===== src/rtl/key_scan_encoder_if.sv =====
// Signal bundle between the key-scan encoder and its surroundings: raw key and
// octave inputs in, debounced keys, encoded note and octave out.
interface key_scan_encoder_if;
   logic [11:0] keys_raw;
   logic [3:0]  octave_raw;
   logic [11:0] keys_db;
   logic [3:0]  note;
   logic        note_valid;
   logic [3:0]  octave;
   logic        note_change;

   modport master (
      output keys_raw, octave_raw,
      input  keys_db, note, note_valid, octave, note_change
   );

   modport slave (
      input  keys_raw, octave_raw,
      output keys_db, note, note_valid, octave, note_change
   );
endinterface


===== src/rtl/key_scan_encoder.sv =====
// 12-key piano scanner: synchronise, debounce, priority-encode the highest note.
// Define KEY_SCAN_DEBOUNCE_EN to build in the tick prescaler and per-key debounce counters.
module key_scan_encoder #(
   parameter int TICK_DIV       = 1000,
   parameter int DEBOUNCE_TICKS = 5
) (
   input logic               clk,
   input logic               rst,
   key_scan_encoder_if.slave bus
);
   logic [11:0] keys_meta_reg;
   logic [11:0] keys_sync_reg;
   logic [3:0]  oct_meta_reg;
   logic [3:0]  oct_sync_reg;
   logic [11:0] db_bits;

   // The octave clamp is folded into the second synchroniser stage to keep 2-cycle latency.
   always_ff @(posedge clk) begin
      if (rst) begin
         keys_meta_reg <= '0;
         keys_sync_reg <= '0;
         oct_meta_reg  <= '0;
         oct_sync_reg  <= '0;
      end else begin
         keys_meta_reg <= bus.keys_raw;
         keys_sync_reg <= keys_meta_reg;
         oct_meta_reg  <= bus.octave_raw;
         oct_sync_reg  <= (oct_meta_reg > 4'd8) ? 4'd8 : oct_meta_reg;
      end
   end

`ifdef KEY_SCAN_DEBOUNCE_EN
   localparam int PRE_W = $clog2(TICK_DIV);
   localparam int CNT_W = $clog2(DEBOUNCE_TICKS + 1);
   localparam logic [PRE_W-1:0] PRE_LAST = PRE_W'(TICK_DIV - 1);
   localparam logic [CNT_W-1:0] CNT_LAST = CNT_W'(DEBOUNCE_TICKS - 1);

   logic [PRE_W-1:0] pre_reg;
   logic             tick;

   // Tick is taken on the same edge the prescaler wraps, so the first one lands TICK_DIV cycles after reset.
   assign tick = (pre_reg == PRE_LAST);

   always_ff @(posedge clk) begin
      if (rst) begin
         pre_reg <= '0;
      end else if (tick) begin
         pre_reg <= '0;
      end else begin
         pre_reg <= pre_reg + 1'b1;
      end
   end

   generate
      for (genvar gi = 0; gi < 12; gi++) begin : g_key
         logic [CNT_W-1:0] cnt_reg;
         logic             db_reg;

         always_ff @(posedge clk) begin
            if (rst) begin
               cnt_reg <= '0;
               db_reg  <= 1'b0;
            end else if (keys_sync_reg[gi] == db_reg) begin
               cnt_reg <= '0;
            end else if (tick) begin
               if (cnt_reg == CNT_LAST) begin
                  db_reg  <= keys_sync_reg[gi];
                  cnt_reg <= '0;
               end else begin
                  cnt_reg <= cnt_reg + 1'b1;
               end
            end
         end

         assign db_bits[gi] = db_reg;
      end
   endgenerate
`else
   assign db_bits = keys_sync_reg;
`endif

   logic [3:0] note_reg;
   logic [3:0] note_next;
   logic       note_valid_reg;
   logic [4:0] prev_reg;
   logic       change_reg;

   // Ascending scan so the highest set bit wins; with no key down the old note is held.
   always_comb begin
      note_next = note_reg;
      for (int i = 0; i < 12; i++) begin
         if (db_bits[i]) begin
            note_next = 4'(i);
         end
      end
   end

   always_ff @(posedge clk) begin
      if (rst) begin
         note_reg       <= '0;
         note_valid_reg <= 1'b0;
         prev_reg       <= '0;
         change_reg     <= 1'b0;
      end else begin
         note_reg       <= note_next;
         note_valid_reg <= |db_bits;
         prev_reg       <= {note_valid_reg, note_reg};
         change_reg     <= ({note_valid_reg, note_reg} != prev_reg);
      end
   end

   assign bus.keys_db     = db_bits;
   assign bus.note        = note_reg;
   assign bus.note_valid  = note_valid_reg;
   assign bus.octave      = oct_sync_reg;
   assign bus.note_change = change_reg;
endmodule


===== src/flat_wrapper.sv =====
// flat-port wrapper written by rule: the top's interface ports become plain ports
module key_scan_encoder_flat 
#(
   parameter int TICK_DIV       = 1000,
   parameter int DEBOUNCE_TICKS = 5
)
  (clk, rst, bus_keys_raw, bus_octave_raw, bus_keys_db, bus_note, bus_note_valid, bus_octave, bus_note_change);
  key_scan_encoder_if bus_i ();
  input logic clk;
  input logic rst;
  input wire logic [$bits(bus_i.keys_raw)-1:0] bus_keys_raw;
  input wire logic [$bits(bus_i.octave_raw)-1:0] bus_octave_raw;
  output wire logic [$bits(bus_i.keys_db)-1:0] bus_keys_db;
  output wire logic [$bits(bus_i.note)-1:0] bus_note;
  output wire logic [$bits(bus_i.note_valid)-1:0] bus_note_valid;
  output wire logic [$bits(bus_i.octave)-1:0] bus_octave;
  output wire logic [$bits(bus_i.note_change)-1:0] bus_note_change;
  assign bus_i.keys_raw = bus_keys_raw;
  assign bus_i.octave_raw = bus_octave_raw;
  assign bus_keys_db = bus_i.keys_db;
  assign bus_note = bus_i.note;
  assign bus_note_valid = bus_i.note_valid;
  assign bus_octave = bus_i.octave;
  assign bus_note_change = bus_i.note_change;
  key_scan_encoder #(.TICK_DIV(TICK_DIV), .DEBOUNCE_TICKS(DEBOUNCE_TICKS)) u_core (.clk(clk), .rst(rst), .bus(bus_i));
endmodule

===== config.mk =====
export PLATFORM = sky130hd
export DESIGN_NAME = key_scan_encoder_flat
export DESIGN_NICKNAME = d
export VERILOG_FILES = /design/src/rtl/key_scan_encoder_if.sv /design/src/rtl/key_scan_encoder.sv /design/src/flat_wrapper.sv
export SDC_FILE = /design/constraint.sdc
export NUM_CORES = 1
export LEC_CHECK = 0
export CAP_MARGIN = 20
export CORE_MARGIN = 2
export CORE_UTILIZATION = 48
export DETAILED_ROUTE_END_ITERATION = 10
export HOLD_SLACK_MARGIN = 0.02
export PLACE_DENSITY = 0.89
export SYNTH_ARGS = -nofsm -noshare
export SYNTH_HDL_FRONTEND = slang
export SYNTH_SLANG_ARGS = --single-unit

===== constraint.sdc =====
create_clock -name clk -period 2.34 [get_ports clk]
set_clock_uncertainty 0.1 [all_clocks]
set_input_delay 0.585 -clock clk [delete_from_list [all_inputs] [get_ports clk]]
set_output_delay 0.585 -clock clk [all_outputs]
set_load 0.01 [all_outputs]

## After elaboration in Yosys (flattened, before gate mapping)

Cells that the tools add are included.

- Register bits: 43
- Bits of input ports: 18
- Output and inout bits: 22
- Word-level logic and storage cells: 30

- Order comparisons: 1
- Equality and inequality tests: 1
- Multiplexer cells: 13
- Reductions and logical operators: 5

Operator list:

| kind | count |
|---|---|
| $mux 4 | 13 |
| $reduce_bool 12->1 | 1 |
| $reduce_or 12->1 | 1 |
| $reduce_bool 8->1 | 1 |
| $ne 5x5->1 | 1 |
| $reduce_or 5->1 | 1 |
| $gt 4x4->1 const B | 1 |
| $reduce_or 2->1 | 1 |

## Depth between registers and ports, before layout

- Depth after elaboration: 12
- Gate-level depth with buffers: 4
- Depth with buffers taken out: 4

## Worst setup path before layout

OpenSTA, ideal clock, no wires.

- Path type: register to register
- Start: register u_core.keys_sync_reg[8], in the netlist u_core.bus.keys_db[8]
- End: register u_core.note_reg[0], in the netlist u_core.bus.note[0]
- Setup time: 0.086 ns
- Arrival: 1.425 ns
- Required time: 2.154 ns
- Path slack: 0.728 ns
- Cell stages (with the launch flop): 5
- Buffers on the path: 0
- Clock period less this slack: 1.612 ns
- Cell sequence: dfxtp_1 or4_4 nor3_4 nor2_1 a221oi_2

- Word-level cells in the longest chain between the ends: 4
- Elaborated cells on any way between the ends: 5
- Those cells by class: mux (4); reduce/logical (1)

Ends and longest elaborated chain:

| element | line | RTL |
|---|---|---|
| start: declaration | key_scan_encoder.sv:12 | `logic [11:0] keys_sync_reg;` |
| start signal: assignment | key_scan_encoder.sv:26 | `keys_sync_reg <= keys_meta_reg;` |
| $mux 4 (4 in series) | key_scan_encoder.sv:92 | `if (db_bits[i]) begin` |
| end signal: assignment | key_scan_encoder.sv:105 | `note_reg <= note_next;` |
| end: declaration | key_scan_encoder.sv:82 | `logic [3:0] note_reg;` |

Several ways; a longest one is shown, not always the timed one.
A chain may end at the register's enable or synchronous reset.

## Worst setup path after layout

- Start: register u_core.keys_sync_reg[6], in the netlist u_core.bus.keys_db[6]
- End: output port bus_keys_db[6]

RTL lines:

| element | line | RTL |
|---|---|---|
| end: declaration | flat_wrapper.sv:13 | `output wire logic [$bits(bus_i.keys_db)-1:0] bus_keys_db;` |

No word-level cell between the ends.

==> impl_metrics.toml <==
[sta]
rsz0062_at_grt = "false"
setup_viol = 0
drv_slew = 0
max_freq_mhz = 495
fin_tns_setup_ps = 0
post-route-period-util_pct = 86.3
slew_headroom_pct = 78.5
finalCriticalPeriod_ps = 2020
tightest_slew_ps = 322
hold_viol = 0

[floorplanning]
die_h_um = 56.8
start_util_pct = 49.3
die_area_um2 = 3220
io_pins = 40
core_um2 = 2710
dieWidth_um = 56.8
std_cell_rows = 19

[clock_tree]
path_clk_slew_ps = 120
cts_resized = 0
postCtsSetupBuffers = 0
clockBufferDepth = 2
clock_latency_ps = 340
cts_buffers = 5
cts-root-buf = "clkbuf_4"
cts_tree = "yes"
holdBufCountCts = 0
h-tree-depth = 2
clkSinkCount = 43

[worst_setup_path]
slowest_delay_ps = 570
ff2ff_path_depth = 4
crit_chain = "clkdlybuf4s50_1"
cp.depth = 1
critPathLaunchType = "register"
crit_arrival_ps = 1330
critPathTopFamily = "buffers and inverters"
path_max_fanout = 4
critical_path_buf_inv_count = 1
endpoint_kind = "output pin"
crit_type = "register to output pin"
critical_path_required_ps = 1650
cp_slowest_cell = "clkdlybuf4s50_1"

[logic_synthesis]
async_flop_share_pct = 0
yosysWarnings = 0
synth_top_cell_area_share_pct = 64.4
ys_seq_area_share_pct = 64.4
syn-cell-area_um2 = 1340
synth_edf_count = 0
synth_fp_nets = 138
yosysUniqueCellTypes = 19
syn_avg_cell_area_um2 = 11.1
yosysTopAreaCell = "dfxtp_1"
syn_inst = 120
ys_ff_latch = 43
synth-main-ff-cell = "dfxtp_1"
yosys-top-cells-area = "dfxtp_1 (64%), nor2b_1 (15%), nor2_1 (3.1%)"

[cells_and_area]
final_cell_mix = "dfxtp_1 (43), clkdlybuf4s50_1 (39), nor2b_1 (33), nor2_1 (11), clkbuf_4 (5)"
num-fill-cells = 208
drive_gt1_share_pct = 7.93
synthToLayoutAreaGrowth_pct = 38.0
antenna_cells = 0
layout_commonest_cell = "dfxtp_1"
fin_util_pct = 68.1
nets = 181

[power_and_ir_drop]
powerDensity_nw_per_um2 = 777
peakVddDrop_mv = 0.540
p_leak_nw = 0.720

[grt]
overflow = 0
grt_pass1_vias = 837
antenna_found_initial = 0
track_usage_pct = 15.0
grt_pass1_wl_mm = 3.62
grt_start_max_net_pins = 36

[job]
max_cap_violations = 0

[place]
dpl.hpwl_mm = 1.55
place.gp.congestion = 0.745
portBuffers = 39

[drt]
wl_per_cell_um = 11.1
antenna_left = 0
drt-total-wl_mm = 2.17
drc_errors = 0
via_per_inst = 4.63
first_iter_violations = 3
vias = 903
dr.pass1.iters = 4

[outcome]
status = "finished, final reports clean"

[hold_path]
min_path_type = "register to register"
holdPathStages = 1
-- report_power, final --
group	total [mW]	switching (mW)	internal, mW
Combinational	0.165	0.0623	0.103
Sequential	0.797	0.0232	0.774
Clock	0.472	0.219	0.253
Total	1.43	0.305	1.13
-- path summary, 6_finish.rpt --
path | from | end | slack, ps
max | u_core.bus.keys_db[6] | bus_keys_db[6] | 320
min | u_core.keys_meta_reg[7] | u_core.bus.keys_db[7] | 340
max reg2reg | u_core.bus.keys_db[7] | u_core.bus.note[0] | 660
min reg2reg | u_core.keys_meta_reg[7] | u_core.bus.keys_db[7] | 340
-- metal layers --
layer | GRT usage [%] | vias up | part of all wire, %
li1 | - | 470 | -
met4 | 6.31 | 0 | 1.5
met2 | 24.8 | 24 | 50
met1 | 17.0 | 405 | 43
met3 | 6.22 | 4 | 5.6
met5 | 0 | - | 0
-- synth_stat cells, types with 2 or more instances --
| cell | instances |
|---|---|
| dfxtp_1 | 43 |
| o31ai_1 | 2 |
| xor2_1 | 3 |
| or4_4 | 2 |
| a31oi_1 | 3 |
| xnor2_1 | 2 |
| nor2b_1 | 33 |
| nor3_1 | 3 |
| clkbuf_1 | 4 |
| nor2_1 | 11 |
| a21oi_1 | 2 |
| inv_1 | 3 |
| and2_1 | 3 |
-- kinds of logic after synthesis --
logic type	synth area share, %
and+or+nand+nor	25.3
DFF	64.4
xor gates and xnor gates	3.28
buffers and inverters	1.97
AOI/OAI and AO/OA	5.06
-- area by class of cell --
| cell class | count | area (um2) | area share, % |
|---|---|---|---|
| clock buffer | 6 | 51.3 | 2.78 |
| clock inverter | 2 | 35.0 | 1.90 |
| inverter | 3 | 11.3 | 0.611 |
| multi-input combinational | 70 | 449 | 24.4 |
| sequential | 43 | 861 | 46.7 |
| tap | 31 | 38.8 | 2.10 |
| timing repair buffer | 40 | 398 | 21.6 |
-- per-stage QoR --
| stage | setup slack (ps) | cell area [um2] | power, mW | hold WS (ps) | std cells |
|---|---|---|---|---|---|
| 4_1_cts | 319 | 1840 | 1.44 | 339 | 195 |
| 2_1_floorplan | 728 | 1340 | 0.895 | 306 | 120 |
| 5_1_grt | 258 | 1840 | 1.50 | 357 | 195 |
| 6_report | 321 | 1840 | 1.43 | 336 | 195 |
| 3_3_place_gp | 507 | 1760 | 0.974 | 308 | 187 |
| 3_5_place_dp | 458 | 1760 | 0.979 | 311 | 187 |
(Power assumes the default switching activity.)
